`config.mk`:
```
export PLATFORM = sky130hd
export DESIGN_NAME = baud_gen_frac_flat
export DESIGN_NICKNAME = d
export VERILOG_FILES = /design/src/rtl/baud_gen_frac_pkg.sv /design/src/rtl/baud_gen_frac_if.sv /design/src/rtl/baud_gen_frac_acc.sv /design/src/rtl/baud_gen_frac.sv /design/src/flat_wrapper.sv
export SDC_FILE = /design/constraint.sdc
export NUM_CORES = 1
export LEC_CHECK = 0
export ABC_AREA = 1
export CORE_ASPECT_RATIO = 0.75
export CORE_MARGIN = 2
export CORE_UTILIZATION = 40
export CTS_BUF_LIST = sky130_fd_sc_hd__clkbuf_8
export DETAILED_ROUTE_END_ITERATION = 16
export PLACE_DENSITY = 0.72
export SLEW_MARGIN = 5
export SYNTH_ARGS = -nofsm -noshare
export SYNTH_HDL_FRONTEND = slang
export SYNTH_SLANG_ARGS = --single-unit
```
`constraint.sdc`:
```
create_clock -name clock -period 7.5 [get_ports clock]
set_clock_uncertainty 0.2 [all_clocks]
set_input_delay 1.5 -clock clock [delete_from_list [all_inputs] [get_ports clock]]
set_output_delay 1.5 -clock clock [all_outputs]
set_load 0.01 [all_outputs]
```
`src/rtl/baud_gen_frac_pkg.sv`:
```
//------------------------------------------------------------------------------
// Module   : baud_pkg
// Purpose  : Rate-select encoding, preset baud list and divisor helpers for
//            the fractional baud-rate generator.
// Revision : 1.0
//------------------------------------------------------------------------------
`default_nettype none

package baud_pkg;

    localparam logic [2:0] c_RATE_2400   = 3'd0;
    localparam logic [2:0] c_RATE_4800   = 3'd1;
    localparam logic [2:0] c_RATE_9600   = 3'd2;
    localparam logic [2:0] c_RATE_19200  = 3'd3;
    localparam logic [2:0] c_RATE_CUSTOM = 3'd4;

    localparam int unsigned c_NUM_PRESETS = 4;
    localparam int unsigned c_PRESET_BAUD [c_NUM_PRESETS] = '{2400, 4800, 9600, 19200};

    // Smallest legal divisor, in units of ONE; keeps ticks at least 2 cycles apart.
    localparam int unsigned c_MIN_DIV_ONES = 2;

    // round(clk_hz * 2^frac_w / (baud * ovs))
    function automatic longint unsigned preset_div(
        input longint unsigned clk_hz,
        input int unsigned     ovs,
        input int unsigned     frac_w,
        input logic [1:0]      idx
    );
        longint unsigned num;
        longint unsigned den;
        num = clk_hz << frac_w;
        den = 64'(c_PRESET_BAUD[idx]) * 64'(ovs);
        return (num + den / 64'd2) / den;
    endfunction

    function automatic longint unsigned min_div(input int unsigned frac_w);
        return 64'(c_MIN_DIV_ONES) << frac_w;
    endfunction

endpackage

`default_nettype wire

```
`src/rtl/baud_gen_frac_if.sv`:
```
//------------------------------------------------------------------------------
// Module   : baud_gen_frac_if
// Purpose  : Configuration handshake and tick outputs of the baud generator.
// Revision : 1.0
//------------------------------------------------------------------------------
`default_nettype none

interface baud_gen_frac_if #(
    parameter int unsigned INT_W  = 16,
    parameter int unsigned FRAC_W = 4
);
    logic                    en;
    logic [2:0]              rate_sel;
    logic [INT_W+FRAC_W-1:0] div_custom;
    logic                    cfg_load;
    logic                    cfg_ack;
    logic                    cfg_err;
    logic                    ovs_tick;
    logic                    bit_tick;
    logic                    baud_clk;
    logic [INT_W+FRAC_W-1:0] active_div;

    modport master (
        output en, rate_sel, div_custom, cfg_load,
        input  cfg_ack, cfg_err, ovs_tick, bit_tick, baud_clk, active_div
    );

    modport slave (
        input  en, rate_sel, div_custom, cfg_load,
        output cfg_ack, cfg_err, ovs_tick, bit_tick, baud_clk, active_div
    );
endinterface

`default_nettype wire

```
`src/rtl/baud_gen_frac_acc.sv`:
```
//------------------------------------------------------------------------------
// Module   : baud_frac_acc
// Purpose  : Fractional phase accumulator; flags the cycle whose edge yields
//            an oversample tick.
// Revision : 1.0
//------------------------------------------------------------------------------
`default_nettype none

module baud_frac_acc #(
    parameter int unsigned INT_W  = 16,
    parameter int unsigned FRAC_W = 4
) (
    input  logic                    clock,
    input  logic                    rst,
    input  logic                    en,
    input  logic [INT_W+FRAC_W-1:0] div,
    output logic                    ovs_tick
);
    localparam int unsigned DW = INT_W + FRAC_W;
    localparam logic [DW:0] c_ONE = {{DW{1'b0}}, 1'b1} << FRAC_W;

    logic [DW-1:0] r_acc;
    logic [DW:0]   w_sum;
    logic [DW-1:0] w_wrap;

    // One extra bit so acc+ONE never wraps before the compare.
    assign w_sum    = {1'b0, r_acc} + c_ONE;
    assign ovs_tick = en && (w_sum >= {1'b0, div});
    // Remainder is below ONE, so modulo-2^DW subtraction is exact.
    assign w_wrap   = w_sum[DW-1:0] - div;

    always_ff @(posedge clock or posedge rst) begin
        if (rst) begin
            r_acc <= '0;
        end else if (!en) begin
            r_acc <= '0;
        end else if (ovs_tick) begin
            r_acc <= w_wrap;
        end else begin
            r_acc <= w_sum[DW-1:0];
        end
    end

endmodule

`default_nettype wire

```
`src/rtl/baud_gen_frac.sv`:
```
//------------------------------------------------------------------------------
// Module   : baud_gen_frac
// Purpose  : Fractional baud-rate generator with oversample/bit ticks, baud
//            clock and glitch-free rate changes on bit boundaries.
// Revision : 1.0
//------------------------------------------------------------------------------
`default_nettype none

module baud_gen_frac
    import baud_pkg::*;
#(
    parameter longint unsigned CLK_HZ = 64'd50_000_000,
    parameter int unsigned     OVS    = 16,
    parameter int unsigned     INT_W  = 16,
    parameter int unsigned     FRAC_W = 4
) (
    input  logic           clock,
    input  logic           rst,
    baud_gen_frac_if.slave bus
);
    localparam int unsigned DW   = INT_W + FRAC_W;
    localparam int unsigned OI_W = $clog2(OVS);

    localparam logic [OI_W-1:0] c_OI_LAST = OI_W'(OVS - 1);
    localparam logic [OI_W-1:0] c_OI_HALF = OI_W'(OVS / 2);
    localparam logic [DW-1:0]   c_MIN_DIV = DW'(min_div(FRAC_W));
    localparam logic [DW-1:0]   c_PRESET0 = DW'(preset_div(CLK_HZ, OVS, FRAC_W, 2'd0));
    localparam logic [DW-1:0]   c_PRESET1 = DW'(preset_div(CLK_HZ, OVS, FRAC_W, 2'd1));
    localparam logic [DW-1:0]   c_PRESET2 = DW'(preset_div(CLK_HZ, OVS, FRAC_W, 2'd2));
    localparam logic [DW-1:0]   c_PRESET3 = DW'(preset_div(CLK_HZ, OVS, FRAC_W, 2'd3));

    logic [DW-1:0]   r_active_div;
    logic [DW-1:0]   r_pend_div;
    logic            r_pend_valid;
    logic [OI_W-1:0] r_oi;
    logic            r_ovs_tick;
    logic            r_bit_tick;
    logic            r_baud_clk;
    logic            r_cfg_ack;
    logic            r_cfg_err;

    logic [DW-1:0]   w_new_div;
    logic            w_valid;
    logic            w_load_ok;
    logic            w_load_bad;
    logic            w_hit;
    logic            w_bit_hit;
    logic [OI_W-1:0] w_oi_next;

    always_comb begin
        w_new_div = c_PRESET0;
        w_valid   = 1'b1;
        case (bus.rate_sel)
            c_RATE_2400:   w_new_div = c_PRESET0;
            c_RATE_4800:   w_new_div = c_PRESET1;
            c_RATE_9600:   w_new_div = c_PRESET2;
            c_RATE_19200:  w_new_div = c_PRESET3;
            c_RATE_CUSTOM: begin
                w_new_div = bus.div_custom;
                w_valid   = (bus.div_custom >= c_MIN_DIV);
            end
            default:       w_valid = 1'b0;
        endcase
        w_load_ok  = bus.cfg_load && w_valid;
        w_load_bad = bus.cfg_load && !w_valid;
    end

    baud_frac_acc #(
        .INT_W  (INT_W),
        .FRAC_W (FRAC_W)
    ) u_acc (
        .clock    (clock),
        .rst      (rst),
        .en       (bus.en),
        .div      (r_active_div),
        .ovs_tick (w_hit)
    );

    assign w_bit_hit = w_hit && (r_oi == c_OI_LAST);

    always_comb begin
        w_oi_next = r_oi;
        if (!bus.en) begin
            w_oi_next = '0;
        end else if (w_bit_hit) begin
            w_oi_next = '0;
        end else if (w_hit) begin
            w_oi_next = r_oi + OI_W'(1);
        end
    end

    always_ff @(posedge clock or posedge rst) begin
        if (rst) begin
            r_active_div <= c_PRESET0;
            r_pend_div   <= c_PRESET0;
            r_pend_valid <= 1'b0;
            r_oi         <= '0;
            r_ovs_tick   <= 1'b0;
            r_bit_tick   <= 1'b0;
            r_baud_clk   <= 1'b0;
            r_cfg_ack    <= 1'b0;
            r_cfg_err    <= 1'b0;
        end else begin
            r_oi       <= w_oi_next;
            r_ovs_tick <= w_hit;
            r_bit_tick <= w_bit_hit;
            r_baud_clk <= bus.en && (w_oi_next < c_OI_HALF);
            r_cfg_err  <= w_load_bad;
            r_cfg_ack  <= 1'b0;
            if (!bus.en) begin
                // Stopped: there is no bit boundary to wait for.
                if (w_load_ok) begin
                    r_active_div <= w_new_div;
                    r_cfg_ack    <= 1'b1;
                    r_pend_valid <= 1'b0;
                end else if (r_pend_valid) begin
                    r_active_div <= r_pend_div;
                    r_cfg_ack    <= 1'b1;
                    r_pend_valid <= 1'b0;
                end
            end else begin
                if (w_bit_hit && r_pend_valid) begin
                    r_active_div <= r_pend_div;
                    r_cfg_ack    <= 1'b1;
                    r_pend_valid <= 1'b0;
                end
                // A load coinciding with the apply edge waits for the next bit.
                if (w_load_ok) begin
                    r_pend_div   <= w_new_div;
                    r_pend_valid <= 1'b1;
                end
            end
        end
    end

    assign bus.ovs_tick   = r_ovs_tick;
    assign bus.bit_tick   = r_bit_tick;
    assign bus.baud_clk   = r_baud_clk;
    assign bus.cfg_ack    = r_cfg_ack;
    assign bus.cfg_err    = r_cfg_err;
    assign bus.active_div = r_active_div;

endmodule

`default_nettype wire
```
`src/flat_wrapper.sv`:
```
// flat-port wrapper written by rule: the top's interface ports become plain ports
module baud_gen_frac_flat import baud_pkg::*;
#(
    parameter longint unsigned CLK_HZ = 64'd50_000_000,
    parameter int unsigned     OVS    = 16,
    parameter int unsigned     INT_W  = 16,
    parameter int unsigned     FRAC_W = 4
)
  (clock, rst, bus_en, bus_rate_sel, bus_div_custom, bus_cfg_load, bus_cfg_ack, bus_cfg_err, bus_ovs_tick, bus_bit_tick, bus_baud_clk, bus_active_div);
  baud_gen_frac_if #(.INT_W(INT_W), .FRAC_W(FRAC_W)) bus_i ();
  input  logic clock;
  input  logic rst;
  input wire logic [$bits(bus_i.en)-1:0] bus_en;
  input wire logic [$bits(bus_i.rate_sel)-1:0] bus_rate_sel;
  input wire logic [$bits(bus_i.div_custom)-1:0] bus_div_custom;
  input wire logic [$bits(bus_i.cfg_load)-1:0] bus_cfg_load;
  output wire logic [$bits(bus_i.cfg_ack)-1:0] bus_cfg_ack;
  output wire logic [$bits(bus_i.cfg_err)-1:0] bus_cfg_err;
  output wire logic [$bits(bus_i.ovs_tick)-1:0] bus_ovs_tick;
  output wire logic [$bits(bus_i.bit_tick)-1:0] bus_bit_tick;
  output wire logic [$bits(bus_i.baud_clk)-1:0] bus_baud_clk;
  output wire logic [$bits(bus_i.active_div)-1:0] bus_active_div;
  assign bus_i.en = bus_en;
  assign bus_i.rate_sel = bus_rate_sel;
  assign bus_i.div_custom = bus_div_custom;
  assign bus_i.cfg_load = bus_cfg_load;
  assign bus_cfg_ack = bus_i.cfg_ack;
  assign bus_cfg_err = bus_i.cfg_err;
  assign bus_ovs_tick = bus_i.ovs_tick;
  assign bus_bit_tick = bus_i.bit_tick;
  assign bus_baud_clk = bus_i.baud_clk;
  assign bus_active_div = bus_i.active_div;
  baud_gen_frac #(.CLK_HZ(CLK_HZ), .OVS(OVS), .INT_W(INT_W), .FRAC_W(FRAC_W)) u_core (.clock(clock), .rst(rst), .bus(bus_i));
endmodule
```
Word-level counts from Yosys, hierarchy flattened
Cells that the tools add are included.
{ "classes": {"n_addsub": 3, "magnitude_cmp": 3, "eq_ne": 7, "muxes": 18, "n_reduce_logical": 12} }
{ "op_table": {"columns": ["op", "n"], "rows": [
  ["$mux W20", 6],
  ["$pmux W20 S4", 1],
  ["$add A20 B5 Y21 const B", 1],
  ["$ge A21 B20 Y1", 1],
  ["$ge A20 B6 Y1 const B", 1],
  ["$sub A20 B20 Y20", 1],
  ["$mux W4", 3],
  ["$mux W1", 7],
  ["$eq A3 B2 Y1 const B", 2],
  ["$logic_and A1 B1 Y1", 6],
  ["$add A4 B1 Y4 const B", 1],
  ["$eq A4 B4 Y1 const B", 1],
  ["$lt A4 B4 Y1 const B", 1],
  ["$reduce_and A2 Y1", 2],
  ["$reduce_or A4 Y1", 1],
  ["$eq A3 B1 Y1 const B", 1],
  ["$eq A3 B3 Y1 const B", 1],
  ["$logic_not A3 Y1", 1],
  ["$ne A3 B1 Y1 const B", 1],
  ["$reduce_bool A3 Y1", 1],
  ["$ne A2 B1 Y1 const B", 1],
  ["$pmux W1 S2", 1],
  ["$logic_not A1 Y1", 1]
]} }
{ "totals": {"regBits": 70, "inputBits": 27, "out_inout_bits": 25, "word_cells": 53} }

Logic depth before layout (Yosys ltp)
{ "depth": {"ltp_word": 8, "depth_mapped": 22, "mapped_depth_nobuf": 22} }

Cells and area by module
A second synthesis with hierarchy kept.
{ "hier_totals": {"hier_cells": 764, "area_unflattened_um2": 5099.9} }
{ "by_module_without_submodules": {"columns": ["module", "n_inst", "cells_per_inst", "area_per_inst_um2", "seq_area_each_um2"], "rows": [
  ["baud_gen_frac", 1, 341, 2555.0, 1266.2],
  ["baud_frac_acc", 1, 423, 2544.9, 500.5]
]} }

Worst setup path after synthesis
No wires, ideal clock.
{ "synth_timing": {"kind": "register -> register", "from": "register u_core.u_acc.r_acc[4]", "to": "register u_core.r_active_div[10] (netlist: u_core.bus.active_div[10])", "setup_ns": 0.117, "t_arrival_ns": 2.638, "required_ns": 7.183, "slack_ns": 4.545, "stages_incl_launch_ff": 20, "n_path_buf": 1, "synth_period_minus_slack_ns": 2.955, "path_cell_list": "dfrtp_1 > ha_1 > nand3_2 > nor3_4 > nand2_2 > nor3_2 > nand4_1 > xnor2_1 > ha_1 > nand2_1 > inv_1 > nand2_1 > nand2_1 > o21ai_1 > nand3_4 > nand4_4 > nand2_2 > buf_6 > nand2_1 > nand2_1"} }
{ "synth_between": {"elab_chain_len": 7} }
{ "synth_lines": {"columns": ["item", "line_no", "source"], "rows": [
  ["from (decl)", "baud_gen_frac_acc.sv:22", "logic [DW-1:0] r_acc;"],
  ["from (signal assigned)", "baud_gen_frac_acc.sv:38", "r_acc <= w_wrap;"],
  ["from (signal assigned)", "baud_gen_frac_acc.sv:40", "r_acc <= w_sum[DW-1:0];"],
  ["$add A20 B5 Y21", "baud_gen_frac_acc.sv:27", "assign w_sum = {1'b0, r_acc} + c_ONE;"],
  ["$ge A21 B20 Y1", "baud_gen_frac_acc.sv:28", "assign ovs_tick = en && (w_sum >= {1'b0, div});"],
  ["$logic_and A1 B1 Y1", "baud_gen_frac_acc.sv:28", null],
  ["$logic_and A1 B1 Y1", "baud_gen_frac.sv:79", "assign w_bit_hit = w_hit && (r_oi == c_OI_LAST);"],
  ["$logic_and A1 B1 Y1", "baud_gen_frac.sv:122", "if (w_bit_hit && r_pend_valid) begin"],
  ["$ne A2 B1 Y1 (no line)", null, null],
  ["$reduce_and A2 Y1 (no line)", null, null],
  ["to (signal assigned)", "baud_gen_frac.sv:94", "r_active_div <= c_PRESET0;"],
  ["to (signal assigned)", "baud_gen_frac.sv:117", "r_active_div <= r_pend_div;"],
  ["to (signal assigned)", "baud_gen_frac.sv:123", "r_active_div <= r_pend_div;"],
  ["to (decl)", "baud_gen_frac.sv:32", "logic [DW-1:0] r_active_div;"]
]} }
Every way passes these cells.
A chain may end at the register's enable or synchronous reset.

Worst setup path after layout
{ "layout_timing": {"from": "input port bus_rate_sel[2]", "to": "register u_core.r_active_div[8] (netlist: u_core.bus.active_div[8])"} }
{ "layout_between": {"elab_chain_len": 6, "elab_cells_between_ends": 13, "classes_between": "eq/ne: 4; mux: 4; reduce/logical: 5"} }
{ "layout_lines": {"columns": ["item", "line_no", "source"], "rows": [
  ["from (decl)", "flat_wrapper.sv:14", "input wire logic [$bits(bus_i.rate_sel)-1:0] bus_rate_sel;"],
  ["$eq A3 B1 Y1 (tied with other cells)", "baud_gen_frac.sv:53", "case (bus.rate_sel)"],
  ["$reduce_or A4 Y1 (no line)", null, null],
  ["$pmux W1 S2", "baud_gen_frac.sv:53", null],
  ["$logic_and A1 B1 Y1", "baud_gen_frac.sv:64", "w_load_ok = bus.cfg_load && w_valid;"],
  ["$reduce_bool A3 Y1 (no line) / $mux W20 (equally long branches)", null, null],
  ["$reduce_and A2 Y1 (no line) / $mux W20 (equally long branches)", null, null],
  ["to (signal assigned)", "baud_gen_frac.sv:94", null],
  ["to (signal assigned)", "baud_gen_frac.sv:113", "r_active_div <= w_new_div;"],
  ["to (signal assigned)", "baud_gen_frac.sv:117", null]
]} }
Several ways; a longest one is shown, not always the timed one.

==> reports/results.tsv <==
metric	value	unit
fin_setup_tns	0	ns
ys_types	39	
fmax	218	MHz
syn_nets	695	
grt_setup_unrepaired	false	
die_y	97.6	microns
antenna_found_initial	0	
reg2reg_to	u_core.bus.active_div[15]	
core_area	11500	sq um
async_flop_share	1.00	
outcome	finished clean	
netlist_area	4670	sq um
grt_pass1_vias	4186	
synth_ff_type	dfrtp_1	
finalMaxSlewViolations	0	
cp-end-kind	flip-flop	
insertion_delay	0.37	ns
placed_area	5270	sq um
antennaDiodeCount	0	
multi_input_area	2500	sq um
cts-root-buf	clkbuf_8	
layout_setup_ws	2.91	ns
leakagePower	2.72	nW
cpMostUsedCell	nand2_1	
grt_max_degree	71	
syn_inst	645	
netlist.area_leader.share	0.310	
dieArea	12600	sq um
clock_path_buffers	2	
synth_top_cells_by_count	nand2_1 (203), inv_1 (78), dfrtp_1 (58), o21ai_0 (49), nand3_1 (43)	
fill_cells	1126	
cts_inserted_buffers	9	
fin_crit	4.59	ns
routed_wl	12.7	mm
dp_slack	2.65	ns
yosys_warnings	0	
synth_seq_area_share	0.378	
drc	0	
dp_hpwl	9.49	mm
finalCritPeriodShare	0.612	
design.portCount	52	
grt_pass1_wl	21.0	mm
finalSetupViolCount	0	
ant_nets	0	
p_per_area	355	nW/um^2
final_cell_area	5500	sq um
grt_overflow	0	
grt_usage	0.212	
hp-class	flip-flop to flip-flop	
crit_arrival	4.70	ns
timing.max_cap.violations	0	
path_cells	clkdlybuf4s50_1, inv_1, nor3_2, nand2_1, nand2_1, nand3_1, o21ai_0, nand2_1, nand2_1	
nNetsFinal	739	
worst_setup_path_start_kind	input port	
yosys_register_bits	70	
cts.sinks	70	
layout-drive-gt1-share	0.0720	
post-cts-setup-buffers	0	
cts_tree	done	
cp_slowest_stage_delay	0.87	ns
p_sw_frac	0.461	
holdPathEnd	u_core.r_pend_div[4]	
postLayoutCoreUtil	0.479	
p_int	1.05	mW
min_from	u_core.r_pend_div[4]	
firstDrtPassIters	5	
r2r_setup_slack	3.39	ns
place_congestion	0.904	
power_frac_seq	0.276	
io_buffers	51	
avgSynthCellArea	7.25	sq um
crit_required	7.61	ns
critPathMaxFanout	40	
drtIter0Drc	397	
max-slew-margin-rel	0.179	
ctsResizeCount	0	
h-tree-depth	3	
synthTopCellsByArea	dfrtp_1 (31%), nand2_1 (16%), dfstp_2 (6.7%), inv_1 (6.3%), ha_1 (5.9%)	
r2r-start	u_core.u_acc.r_acc[4]	
hold_depth	2	
rr_worst_depth	18	
row_count	34	
p_comb_frac	0.541	
tightest_slew	1.23	ns
finalHoldViolCount	0	
avgRoutedWirePerCell	15.2	microns
synthToLayoutAreaGrowth	17.7	%
cp_slowest_cell	nand3_1	
yosysMostFrequentCell	nand2_1	
ir_worst_vdd	0.148	mV
clkPwrFrac	0.184	
p_switching	0.900	mW
ctsHoldBuffers	0	
vias	4409	
initial_core_util	0.407	
dieWidth	129	microns
clkTransAtPathRegs	0.08	ns
critical_path_class	input port to flip-flop	
via_per_inst	5.26	
seqCellArea	1770	sq um
yosysTopAreaCell	dfrtp_1	
synth_edf_count	0	
layer usage:
metal  routed length (microns)  vias to the layer above  track usage
met5                         0                        -            0
met4                       231                        0       0.0602
met3                       990                       26       0.0534
met2                      5300                      151        0.300
met1                      6230                     2072        0.319
li1                          -                     2160            -
layout make-up:
type / instances / area share
clock buffer: 9 / 0.0225
timing repair buffer: 52 / 0.0941
multi-input combinational: 473 / 0.454
inverter: 83 / 0.0566
clock inverter: 7 / 0.0193
sequential: 70 / 0.321
tap: 144 / 0.0327
cells by family (layout without fill, tap and decap cells):
logic type,Yosys count,count (layout),synth area share
buffers and inverters,102,151,0.0891
adders and majority gates,23,23,0.0632
and+or+nand+nor,313,313,0.293
xor gates and xnor gates,30,30,0.0562
AOI/OAI and AO/OA,107,107,0.121
DFF,70,70,0.378
how the worst max path moves through the flow:
stage                               start                   endpoint  slack, ns
final                     bus_rate_sel[2]   u_core.bus.active_div[8]       2.91
after global routing      bus_rate_sel[2]   u_core.bus.active_div[6]       2.49
after CTS                 bus_rate_sel[2]   u_core.bus.active_div[8]       3.00
after detailed placement  bus_rate_sel[2]   u_core.bus.active_div[8]       2.65
after global placement    bus_rate_sel[2]   u_core.bus.active_div[5]       2.86
after floorplan                       rst  u_core.bus.active_div[10]       4.05
metrics by stage:
stage / total power, mW / hold slack [ns] / instances
final: 1.95 / 0.290 / 838
after detailed placement: 1.57 / 0.273 / 822
after global routing: 2.12 / 0.314 / 838
after global placement: 1.54 / 0.268 / 822
after floorplan: 1.31 / 0.253 / 645
after CTS: 1.94 / 0.294 / 838
critical path: cells and delay by family:
kind                   cells  cell delay (ns)
buffers and inverters      2             0.58
AOI/OAI and AO/OA          1             0.58
and+or+nand+nor            6             2.03
power groups by stage:
stage / Sequential (mW) / Clock, mW / Combinational [mW]
4_1_cts: 0.537 / 0.367 / 1.04
3_5_place_dp: 0.544 / 0 / 1.03
2_1_floorplan: 0.532 / 0 / 0.775
6_report: 0.538 / 0.359 / 1.06
3_3_place_gp: 0.539 / 0 / 1.00
5_1_grt: 0.548 / 0.385 / 1.18
cells in the final DEF, fill, tap and decap left out, types with 3 or more instances in the layout:
cell and instances:
nor4_1 5, nand4_1 7, a21o_1 3, clkinv_4 3
dfrtp_1 58, ha_1 22, xor2_1 16, nand2_2 5
inv_1 77, dfstp_2 12, o21ai_0 49, nand3_2 3
o21bai_1 5, nor2_1 35, xnor2_1 14, a21oi_1 24
nand2_1 203, clkdlybuf4s50_1 51, nand3_1 42, inv_2 5
o21ai_1 21, clkbuf_8 9
flip-flops by register name, summed over array words and instances, names as in the netlist:
register	flops
u_core.r_pend_div	20
u_core.bus.baud_clk	1
u_core.u_acc.r_acc	20
u_core.r_oi	4
u_core.bus.active_div	20
u_core.bus.bit_tick	1
u_core.r_pend_valid	1
u_core.bus.cfg_err	1
u_core.bus.ovs_tick	1
u_core.bus.cfg_ack	1
No activity file was read; power rests on OpenSTA's default activity.
